==> src/rtl/conv_pkg.sv <==
// Shared types and helpers for the 3x3 convolution line-buffer scheduler.
package conv_pkg;
  typedef enum logic [2:0] {IDLE, CLEAR, FILL, RUN, DONE} conv_state_e;

  localparam int KSIZE   = 3;
  localparam int STRIDE1 = 1;
  localparam int STRIDE2 = 2;

  function automatic logic [2:0] stride_norm(input logic [2:0] s);
    return (s == 3'(STRIDE2)) ? 3'(STRIDE2) : 3'(STRIDE1);
  endfunction
endpackage

==> src/rtl/conv_pos_counter.sv <==
// Row/column position of the pixel being written, with stride-phase bits.
module conv_pos_counter #(
  parameter int ADDR_BIT = 9
) (
  input  logic                clk,
  input  logic                rst,
  input  logic                clr,
  input  logic                adv,
  input  logic [ADDR_BIT-1:0] row_len,
  input  logic                stride2,
  output logic [ADDR_BIT-1:0] row,
  output logic [ADDR_BIT-1:0] col,
  output logic                row_ph,
  output logic                col_ph
);
  // Phase bits are 0 on stride-aligned positions; they stay 0 for stride 1.
  always_ff @(posedge clk or posedge rst) begin
    if (rst) begin
      row    <= '0;
      col    <= '0;
      row_ph <= 1'b0;
      col_ph <= 1'b0;
    end else if (clr) begin
      row    <= '0;
      col    <= '0;
      row_ph <= 1'b0;
      col_ph <= 1'b0;
    end else if (adv) begin
      if (col == row_len - ADDR_BIT'(1)) begin
        col    <= '0;
        col_ph <= 1'b0;
        row    <= row + ADDR_BIT'(1);
        row_ph <= stride2 & ~row_ph;
      end else begin
        col    <= col + ADDR_BIT'(1);
        col_ph <= stride2 & ~col_ph;
      end
    end
  end
endmodule

==> src/rtl/conv_linebuf_sched.sv <==
// Issues packed-pixel BRAM reads, unpacks them into the line-buffer FIFO and
// flags stride-aligned complete 3x3 windows.
module conv_linebuf_sched
  import conv_pkg::*;
#(
  parameter int ADDR_BIT = 9,
  parameter int BRAM_AW  = 16,
  parameter int PIX_W    = 8
) (
  input  logic                clk,
  input  logic                rst,
  input  logic                start,
  input  logic [2:0]          stride,
  input  logic [ADDR_BIT-1:0] row_len,
  input  logic [ADDR_BIT-1:0] n_rows,
  input  logic [BRAM_AW-1:0]  base_addr,
  output logic                bram_en,
  output logic [BRAM_AW-1:0]  bram_addr,
  input  logic [31:0]         bram_dout,
  input  logic                stall,
  output logic [PIX_W-1:0]    pix_data,
  output logic                ff_wen,
  output logic                ff_ren,
  output logic                ff_rst,
  output logic                win_valid,
  output logic                busy,
  output logic                done,
  output logic                cfg_err
);
  localparam int PW = 2 * ADDR_BIT;

  conv_state_e state, nxt;

  logic [ADDR_BIT-1:0] rl_r, nr_r;
  logic [BRAM_AW-1:0]  base_r;
  logic                strd2_r;
  logic [PW-1:0]       total_r, fill_end_r, p;
  logic                issue, bad_cfg, wr_last;

  logic                v2, ren2;
  logic [1:0]          sel2;
  logic [ADDR_BIT-1:0] row, col;
  logic                row_ph, col_ph;

  assign bad_cfg = (row_len < ADDR_BIT'(KSIZE)) || (n_rows < ADDR_BIT'(KSIZE));
  assign wr_last = v2 && (row == nr_r - ADDR_BIT'(1)) && (col == rl_r - ADDR_BIT'(1));

  always_ff @(posedge clk or posedge rst) begin
    if (rst) state <= IDLE;
    else     state <= nxt;
  end

  // FILL->RUN keys off the issue index only, so stalls across it are harmless.
  always_comb begin
    nxt   = state;
    issue = 1'b0;
    case (state)
      IDLE:  if (start) nxt = bad_cfg ? DONE : CLEAR;
      CLEAR: nxt = FILL;
      FILL: begin
        issue = !stall;
        if (issue && p == fill_end_r - PW'(1)) nxt = RUN;
      end
      RUN: begin
        issue = !stall && (p < total_r);
        if (wr_last) nxt = DONE;
      end
      DONE:  nxt = IDLE;
      default: nxt = IDLE;
    endcase
  end

  always_ff @(posedge clk or posedge rst) begin
    if (rst) begin
      rl_r       <= '0;
      nr_r       <= '0;
      base_r     <= '0;
      strd2_r    <= 1'b0;
      total_r    <= '0;
      fill_end_r <= '0;
      cfg_err    <= 1'b0;
      p          <= '0;
      v2         <= 1'b0;
      ren2       <= 1'b0;
      sel2       <= '0;
    end else begin
      if (state == IDLE && start) begin
        rl_r       <= row_len;
        nr_r       <= n_rows;
        base_r     <= base_addr;
        strd2_r    <= (stride_norm(stride) == 3'(STRIDE2));
        total_r    <= PW'(row_len) * PW'(n_rows);
        fill_end_r <= PW'({row_len, 1'b0});
        cfg_err    <= bad_cfg;
        p          <= '0;
      end else if (issue) begin
        p <= p + PW'(1);
      end
      v2   <= issue;
      ren2 <= (state == RUN);
      sel2 <= p[1:0];
    end
  end

  conv_pos_counter #(.ADDR_BIT(ADDR_BIT)) u_pos (
    .clk     (clk),
    .rst     (rst),
    .clr     (state == CLEAR),
    .adv     (v2),
    .row_len (rl_r),
    .stride2 (strd2_r),
    .row     (row),
    .col     (col),
    .row_ph  (row_ph),
    .col_ph  (col_ph)
  );

  assign bram_en   = issue;
  assign bram_addr = issue ? base_r + BRAM_AW'(p >> 2) : '0;
  assign pix_data  = v2 ? bram_dout[8*sel2 +: PIX_W] : '0;
  assign ff_wen    = v2;
  assign ff_ren    = v2 & ren2;
  assign ff_rst    = (state == CLEAR);
  assign win_valid = v2 && (row >= ADDR_BIT'(KSIZE-1)) && (col >= ADDR_BIT'(KSIZE-1))
                     && !row_ph && !col_ph;
  assign busy      = (state != IDLE);
  assign done      = (state == DONE);
endmodule
==> config.mk <==
export PLATFORM = sky130hd
export DESIGN_NAME = conv_linebuf_sched
export DESIGN_NICKNAME = d
export VERILOG_FILES = /design/src/rtl/conv_pkg.sv /design/src/rtl/conv_pos_counter.sv /design/src/rtl/conv_linebuf_sched.sv
export SDC_FILE = /design/constraint.sdc
export NUM_CORES = 1
export LEC_CHECK = 0
export BUFFER_PORTS_ARGS = -buffer_cell sky130_fd_sc_hd__buf_2
export CAP_MARGIN = 20
export CORE_ASPECT_RATIO = 0.7
export CORE_UTILIZATION = 60
export CTS_CLUSTER_DIAMETER = 80
export CTS_CLUSTER_SIZE = 24
export DETAILED_ROUTE_END_ITERATION = 10
export PLACE_DENSITY = 0.83
export SETUP_SLACK_MARGIN = 0.5
export SLEW_MARGIN = 20
export SYNTH_ARGS = -nofsm -noshare
export SYNTH_HDL_FRONTEND = slang
export SYNTH_HIERARCHICAL = 1
export SYNTH_SLANG_ARGS = --single-unit
==> constraint.sdc <==
create_clock -name clk -period 3.41 [get_ports clk]
set_input_delay 0.682 -clock clk [delete_from_list [all_inputs] [get_ports clk]]
set_output_delay 0.682 -clock clk [all_outputs]
set_load 0.02 [all_outputs]
==> metrics.cfg, run 1 <==
[setup_path]
reg2reg_slack_ns = 0.35
worstSetupEndpointType = register
critPathMaxFanout = 7
r2r_end = p[11]$_DFFE_PP0P_
worstPathArrival_ns = 4.82
worstPathRequired_ns = 3.61
r2r-start = p[5]$_DFFE_PP0P_
path_class = in -> reg
worstSetupStartpointType = input port
r2r_cells = 10

[sta]
final.setup.worst_slack_ns = -1.208
hold_violations = 0
min_period_over_period = 1.354
min_period_ns = 4.618
finalSetupViolCount = 29
slew_headroom = 0.2594
grt_setup_unrepaired = yes
clock_skew_ns = 0.009338
drv_slew = 0
hold_ws_ns = 0.2660
tightest_slew_ns = 1.097
clock.fmax_mhz = 216.5

[die]
dieHeight_um = 106.6
die_width_um = 151.5
row_count = 37
core_um2 = 15000
dieArea_um2 = 16160
pin_count = 105
start_util = 0.6258

[routing]
vias = 9749
avgRoutedWirePerCell_um = 21.90
wl_met1_mm = 11.81
firstDrtPassIters = 9
routed.top_layer = met4
remaining_drc_errors = 0
via_per_inst = 6.547
wl_mm = 32.60
wl_met2_mm = 14.67
first_iter_violations = 1611
met3_length_mm = 3.973
ant_nets = 0

[power_and_ir_drop]
power_mw = 9.559
p_leak_nw = 5.820
ir_drop_mv = 0.4052
power_density_nw_per_um2 = 785.5

[synth]
ys_types = 66
synth_nets = 1312
synth_top_cell_area_share = 0.2639
avgSynthCellArea_um2 = 8.441
synth_top_cells_by_area = dfrtp_1, fa_1, ha_1
syn_area_um2 = 9387
ys_warn_count = 6
async_flop_share = 1.000
synth_seq_cells = 99
syn_inst = 1112
synth_edf_count = 0
synth_top_area_cell = dfrtp_1
yosysSeqAreaShare = 0.2639
synthFlopType = dfrtp_1

[clock_tree]
cts_tree = built
cts-root-to-sink-buffers = 2
cts_made_buffers = 9
clkLatencyLatePin_ns = 0.36
path_clk_slew_ns = 0.07
cts_root_buf = clkbuf_16
htree_levels = 3
cts_sinks = 99

[global_route]
grt_pass1_vias = 9071
grt_max_degree = 52
grt_overflow = 0
grt_first_pass_wirelength_mm = 44.27
globalRouteTotalUtil = 0.3504
antenna_found_initial = 0

[placement]
postPlaceCellArea_um2 = 10860
io_buffers = 104
place.gp.congestion = 0.8902
place_inst = 1433
place_hpwl_mm = 17.85
post-place-ws_ns = -1.575

[run]
drv_cap = 0

[run_status]
status = finished with violations
violations = negative setup slack

[cells_and_area]
fin_area_um2 = 12170
finish.net_count = 1489
final_cell_count_no_fill = 1489
layout_common_cells = nand2_1, buf_4, dfrtp_1
antenna_cells = 0
drive_above_1_share = 0.3037
final_common_cell = nand2_1
areaGrowthSynthToFinish_pct = 29.66

[worst_hold_path]
worstHoldPathType = in -> async

==> stage by stage <==
step / setup TNS [ns] / util
final: -11.25 / 0.8114
after global routing: -12.27 / 0.8114
after CTS: -6.691 / 0.7901
after detailed placement: -12.92 / 0.7239
after global placement: -11.78 / 0.7239
after floorplan: -7.679 / -
==> Yosys cell counts (15+ instances only) <==
| cell type | count |
|---|---|
| nand2_1 | 199 |
| clkbuf_1 | 44 |
| nand3_1 | 29 |
| nor3_1 | 20 |
| inv_1 | 112 |
| fa_1 | 51 |
| a211oi_1 | 17 |
| a21oi_1 | 40 |
| nor2_1 | 56 |
| o21ai_0 | 42 |
| nor4_1 | 15 |
| xor2_1 | 31 |
| xnor2_1 | 49 |
| dfrtp_1 | 99 |
| ha_1 | 76 |
| and2_1 | 62 |
==> sequential cells by signal (all words and copies together), names as in the netlist, 2 cells and up <==
signal and cells:
p 18, u_pos/row 9, base_r 16, sel2 2, nr_r 9, state 3, rl_r 9, u_pos/col 9
total_r 18
==> power breakdown <==
group | total, mW | switching [mW] | internal, mW
Combinational | 6.48 | 3.51 | 2.97
Clock | 1.06 | 0.480 | 0.576
Sequential | 2.03 | 0.502 | 1.53
==> worst max-delay path by stage <==
stage | start | to | slack (ns) | cells after the start
3_5_place_dp | n_rows[2] | total_r[16]$_DFFE_PP0P_ | -1.58 | 17
3_3_place_gp | n_rows[2] | total_r[16]$_DFFE_PP0P_ | -1.40 | 17
5_1_grt | n_rows[7] | total_r[16]$_DFFE_PP0P_ | -1.26 | 16
6_report | n_rows[7] | total_r[16]$_DFFE_PP0P_ | -1.21 | 16
4_1_cts | n_rows[0] | total_r[16]$_DFFE_PP0P_ | -0.96 | 17
2_1_floorplan | n_rows[0] | total_r[16]$_DFFE_PP0P_ | -1.14 | 17
==> worst max-delay path, cell delays in order <==
cell,delay [ns]
buf_4,0.15
and2_1,0.18
fa_1,0.55
fa_1,0.45
fa_1,0.54
inv_1,0.09
fa_1,0.55
inv_2,0.07
ha_4,0.18
nor3_1,0.28
nor2_1,0.13
o41a_1,0.16
a41o_1,0.23
o41ai_2,0.33
xor2_1,0.18
o21ai_1,0.08
==> repair_timing <==
action	4_1_cts	5_1_grt
endpoints found under the setup margin	43	50
gates cloned	1	0
pin swaps	64	39
endpoints found under the hold margin	0	0
buffers inserted	26	13
hold buffers	0	0
gates resized for setup	128	48
==> cell type report <==
type,count,area [um^2]
clock inverter,5,61.31
sequential,99,2481
fill,826,2829
timing repair buffer,219,1733
clock buffer,11,232.7
multi-input combinational,846,6982
inverter,114,436.7
tap,195,244.0
==> logic make-up (layout without fill, tap and decap cells) <==
logic type,count (synthesis),in the layout,synth area share
AND/OR/NAND/NOR,453,453,0.2355
AO/OA/AOI/OAI,172,172,0.1206
XOR/XNOR,81,81,0.07638
flip-flops,99,99,0.2639
buffers and inverters,167,349,0.06891
adder cells (fa/ha/maj),127,127,0.2101
multiplexers,13,13,0.02453
==> layer usage <==
layer | track usage | vias to the layer above
li1 | - | 4099
met1 | 0.4425 | 4580
met2 | 0.5682 | 812
met3 | 0.09106 | 258
met4 | 0.1499 | 0
met5 | 0 | -
Note: power is estimated with default switching activity, not from simulation.
==> run 2: changes to the inputs <==
- CORE_ASPECT_RATIO: 0.7 -> 2
- PLACE_DENSITY: 0.83 -> 0.84
- SYNTH_HIERARCHICAL: 1 -> not set
==> run 2 against run 1 <==
Against the previous run:
- the flow still finishes with violations (negative setup slack)
- flip-flop and latch count did not move
- utilization fell by 0.35 points
- sequential power fell by 28%
- sequential share of layout area rose by 0.34 points
- routed wire length fell by 11%
- first-iteration DRC count fell by 63%
- register-to-register slack improved by 0.14 ns
- critical path depth did not move
- maximum frequency rose by 9.4%
- critical endpoint unchanged
==> metrics.cfg, run 2 <==
[power_and_ir_drop]
combPwrFrac = 0.563  ; -0.115
switchingPower_mw = 2.332  ; -48%
pwr-share-seq = 0.247  ; +0.035
p_leak_nw = 5.888  ; +1.2%
power_density_nw_per_um2 = 496.2  ; -37%
swShare = 0.3925  ; -0.07706
p_int_mw = 3.609  ; -29%
pwr-share-clk = 0.190  ; +0.080
power_mw = 5.941  ; -38%
ir_drop_mv = 0.3969  ; -2.1%

[synth]
synth_edf_count = 0  ; unchanged
synth_seq_cells = 99  ; unchanged
async_flop_share = 1.000  ; unchanged
syn_area_um2 = 9092  ; -3.1%
yosysSeqAreaShare = 0.2725  ; +0.008535
syn_inst = 1049  ; -5.7%
synth.most_common_cell = nand2_1
synth_nets = 1250  ; -4.7%
ys_types = 72  ; +9.1%
ys_warn_count = 0  ; -6
synthFlopType = dfrtp_1
synth_top_cell_area_share = 0.2725  ; +0.008535
synth_common_cells = nand2_1, inv_1, dfrtp_1, ha_1, nor2_1
synth_top_cells_by_area = dfrtp_1, fa_1, ha_1
synth_top_area_cell = dfrtp_1
avgSynthCellArea_um2 = 8.668  ; +2.7%

[placement]
postPlaceCellArea_um2 = 10640  ; -2.0%
place.gp.congestion = 0.8699  ; -2.3%
io_buffers = 104  ; unchanged
place_inst = 1384  ; -3.4%
place_hpwl_mm = 18.41  ; +3.1%

[clock_tree]
clkLatencyLatePin_ns = 0.36  ; about the same
cts_root_buf = clkbuf_16
htree_levels = 3  ; unchanged
cts_made_buffers = 9  ; unchanged
hold_buffers = 0  ; unchanged
cts_sinks = 99  ; unchanged
cts-root-to-sink-buffers = 2  ; unchanged
cts_tree = built
path_clk_slew_ns = 0.07  ; about the same

[global_route]
globalRouteTotalUtil = 0.3462  ; -0.004224
grt_max_degree = 45  ; -13%
grt_overflow = 0  ; unchanged
grt_first_pass_wirelength_mm = 40.92  ; -7.6%
grt_pass1_vias = 8766  ; -3.4%
antenna_found_initial = 0  ; unchanged

[sta]
finalSetupViolCount = 26  ; -10%
slew_headroom = 0.4161  ; +0.1568
grt_setup_unrepaired = yes
drv_slew = 0  ; unchanged
clock.fmax_mhz = 236.9  ; +9.4%
min_period_ns = 4.222  ; -0.3963 ns
tightest_slew_ns = 0.8666  ; -0.2300 ns
final.setup.worst_slack_ns = -0.8120  ; +0.3963 ns
hold_violations = 0  ; unchanged
fin_setup_tns_ns = -8.198  ; +3.050 ns
clock_skew_ns = 0.01202  ; +0.002685 ns
min_period_over_period = 1.238  ; -0.1162

[cells_and_area]
final_common_cell = nand2_1
utilization = 0.8079  ; -0.003475
layout_common_cells = nand2_1, buf_4, dfrtp_1
antenna_cells = 0  ; unchanged
areaGrowthSynthToFinish_pct = 31.68
fin_area_um2 = 11970  ; -1.6%
finish.net_count = 1443  ; -3.1%
final_cell_count_no_fill = 1442  ; -3.2%
drive_above_1_share = 0.3192  ; +0.01546
reg.largest.list = p: 18 flops, total_r: 18 flops, base_r: 16 flops

[die]
core_um2 = 14820  ; -1.2%
dieArea_um2 = 15680  ; -2.9%
die_width_um = 89.05  ; -41%
dieHeight_um = 176.1  ; +65%
pin_count = 105  ; unchanged
row_count = 63  ; +70%
start_util = 0.6136  ; -0.01223

[run]
drv_cap = 0  ; unchanged

[routing]
vias = 8817  ; -9.6%
wl_mm = 28.99  ; -11%
remaining_drc_errors = 0  ; unchanged
via_per_inst = 6.114  ; -6.6%
firstDrtPassIters = 6  ; -3
avgRoutedWirePerCell_um = 20.10  ; -8.2%
first_iter_violations = 597  ; -63%
ant_nets = 0  ; unchanged

[setup_path]
worstSetupStartpointType = input port
worstSetupEndpointType = register
critPathMaxFanout = 6  ; -1
worstPathRequired_ns = 3.65  ; +0.04 ns
worstPathArrival_ns = 4.46  ; -0.36 ns
path_class = in -> reg

[worst_hold_path]
worstHoldPathType = in -> async

[run_status]
violations = negative setup slack
status = finished with violations

-- run 2: final timing paths --
check	start	depth (start not counted)	slack, ns	endpoint
max in group asynchronous	rst	3	2.13	p[15]$_DFFE_PP0P_
min	rst	2	0.34	u_pos.row_ph$_DFFE_PP0P_
max	row_len[7]	16	-0.81	total_r[16]$_DFFE_PP0P_
min reg2reg	base_r[14]$_DFFE_PP0P_	2	0.49	base_r[14]$_DFFE_PP0P_
min in group clk	base_r[14]$_DFFE_PP0P_	2	0.49	base_r[14]$_DFFE_PP0P_
max reg2reg	p[2]$_DFFE_PP0P_	13	0.49	p[16]$_DFFE_PP0P_
-- run 2: timing repair --
action	CTS	global route
resized for setup	122	53
setup endpoints to repair	31	40
hold endpoints to repair	0	0
setup buffers	21	20
pin swaps	58	56
cloned	0	1
-- run 2: worst max-delay path: stages --
cell      delay (ns)
buf_4           0.13
and2_4          0.16
fa_2            0.60
fa_1            0.44
fa_1            0.53
inv_2           0.04
fa_1            0.48
inv_1           0.05
ha_2            0.17
a21o_1          0.18
a21o_1          0.22
nor2_1          0.13
nor2_1          0.06
a311oi_2        0.31
xor2_1          0.20
o21ai_1         0.09
-- run 2: kinds of logic after synthesis --
logic type                 after synthesis  synth area share
and+or+nand+nor                        436            0.2315
buffers and inverters                  154           0.06468
AOI/OAI and AO/OA                      147            0.1153
adders and majority gates              128            0.2182
DFF                                     99            0.2725
xor gates and xnor gates                71           0.07142
muxes                                   14           0.02642
-- run 2: power groups by stage --
stage / Clock, mW / Combinational [mW] / Sequential (mW)
2_1_floorplan: 0 / 1.88 / 1.40
3_3_place_gp: 0 / 2.54 / 1.45
3_5_place_dp: 0 / 2.67 / 1.46
4_1_cts: 1.12 / 2.99 / 1.45
5_1_grt: 1.19 / 3.62 / 1.48
6_report: 1.13 / 3.34 / 1.47
-- run 2: per-stage QoR --
stage / hold WS, ns / setup slack, ns
2_1_floorplan: 0.4422 / -0.9818
6_report: 0.3351 / -0.8120
3_5_place_dp: 0.4709 / -1.237
5_1_grt: 0.3684 / -0.9351
3_3_place_gp: 0.4601 / -1.141
4_1_cts: 0.3483 / -0.7503
-- run 2: area by class of cell --
class / count / area (um^2)
clock inverter: 6 / 96.34
fill: 831 / 2846
tap: 195 / 244.0
timing repair buffer: 229 / 1783
sequential: 99 / 2481
inverter: 106 / 414.1
clock buffer: 10 / 229.0
multi-input combinational: 797 / 6725
-- run 2: routing by layer --
metal,vias up,wire (um),global-route usage
met2,500,15530,0.6378
met4,0,2430,0.2467
met1,4240,9218,0.3363
met5,-,0,0
li1,3895,-,-
met3,182,1812,0.05236
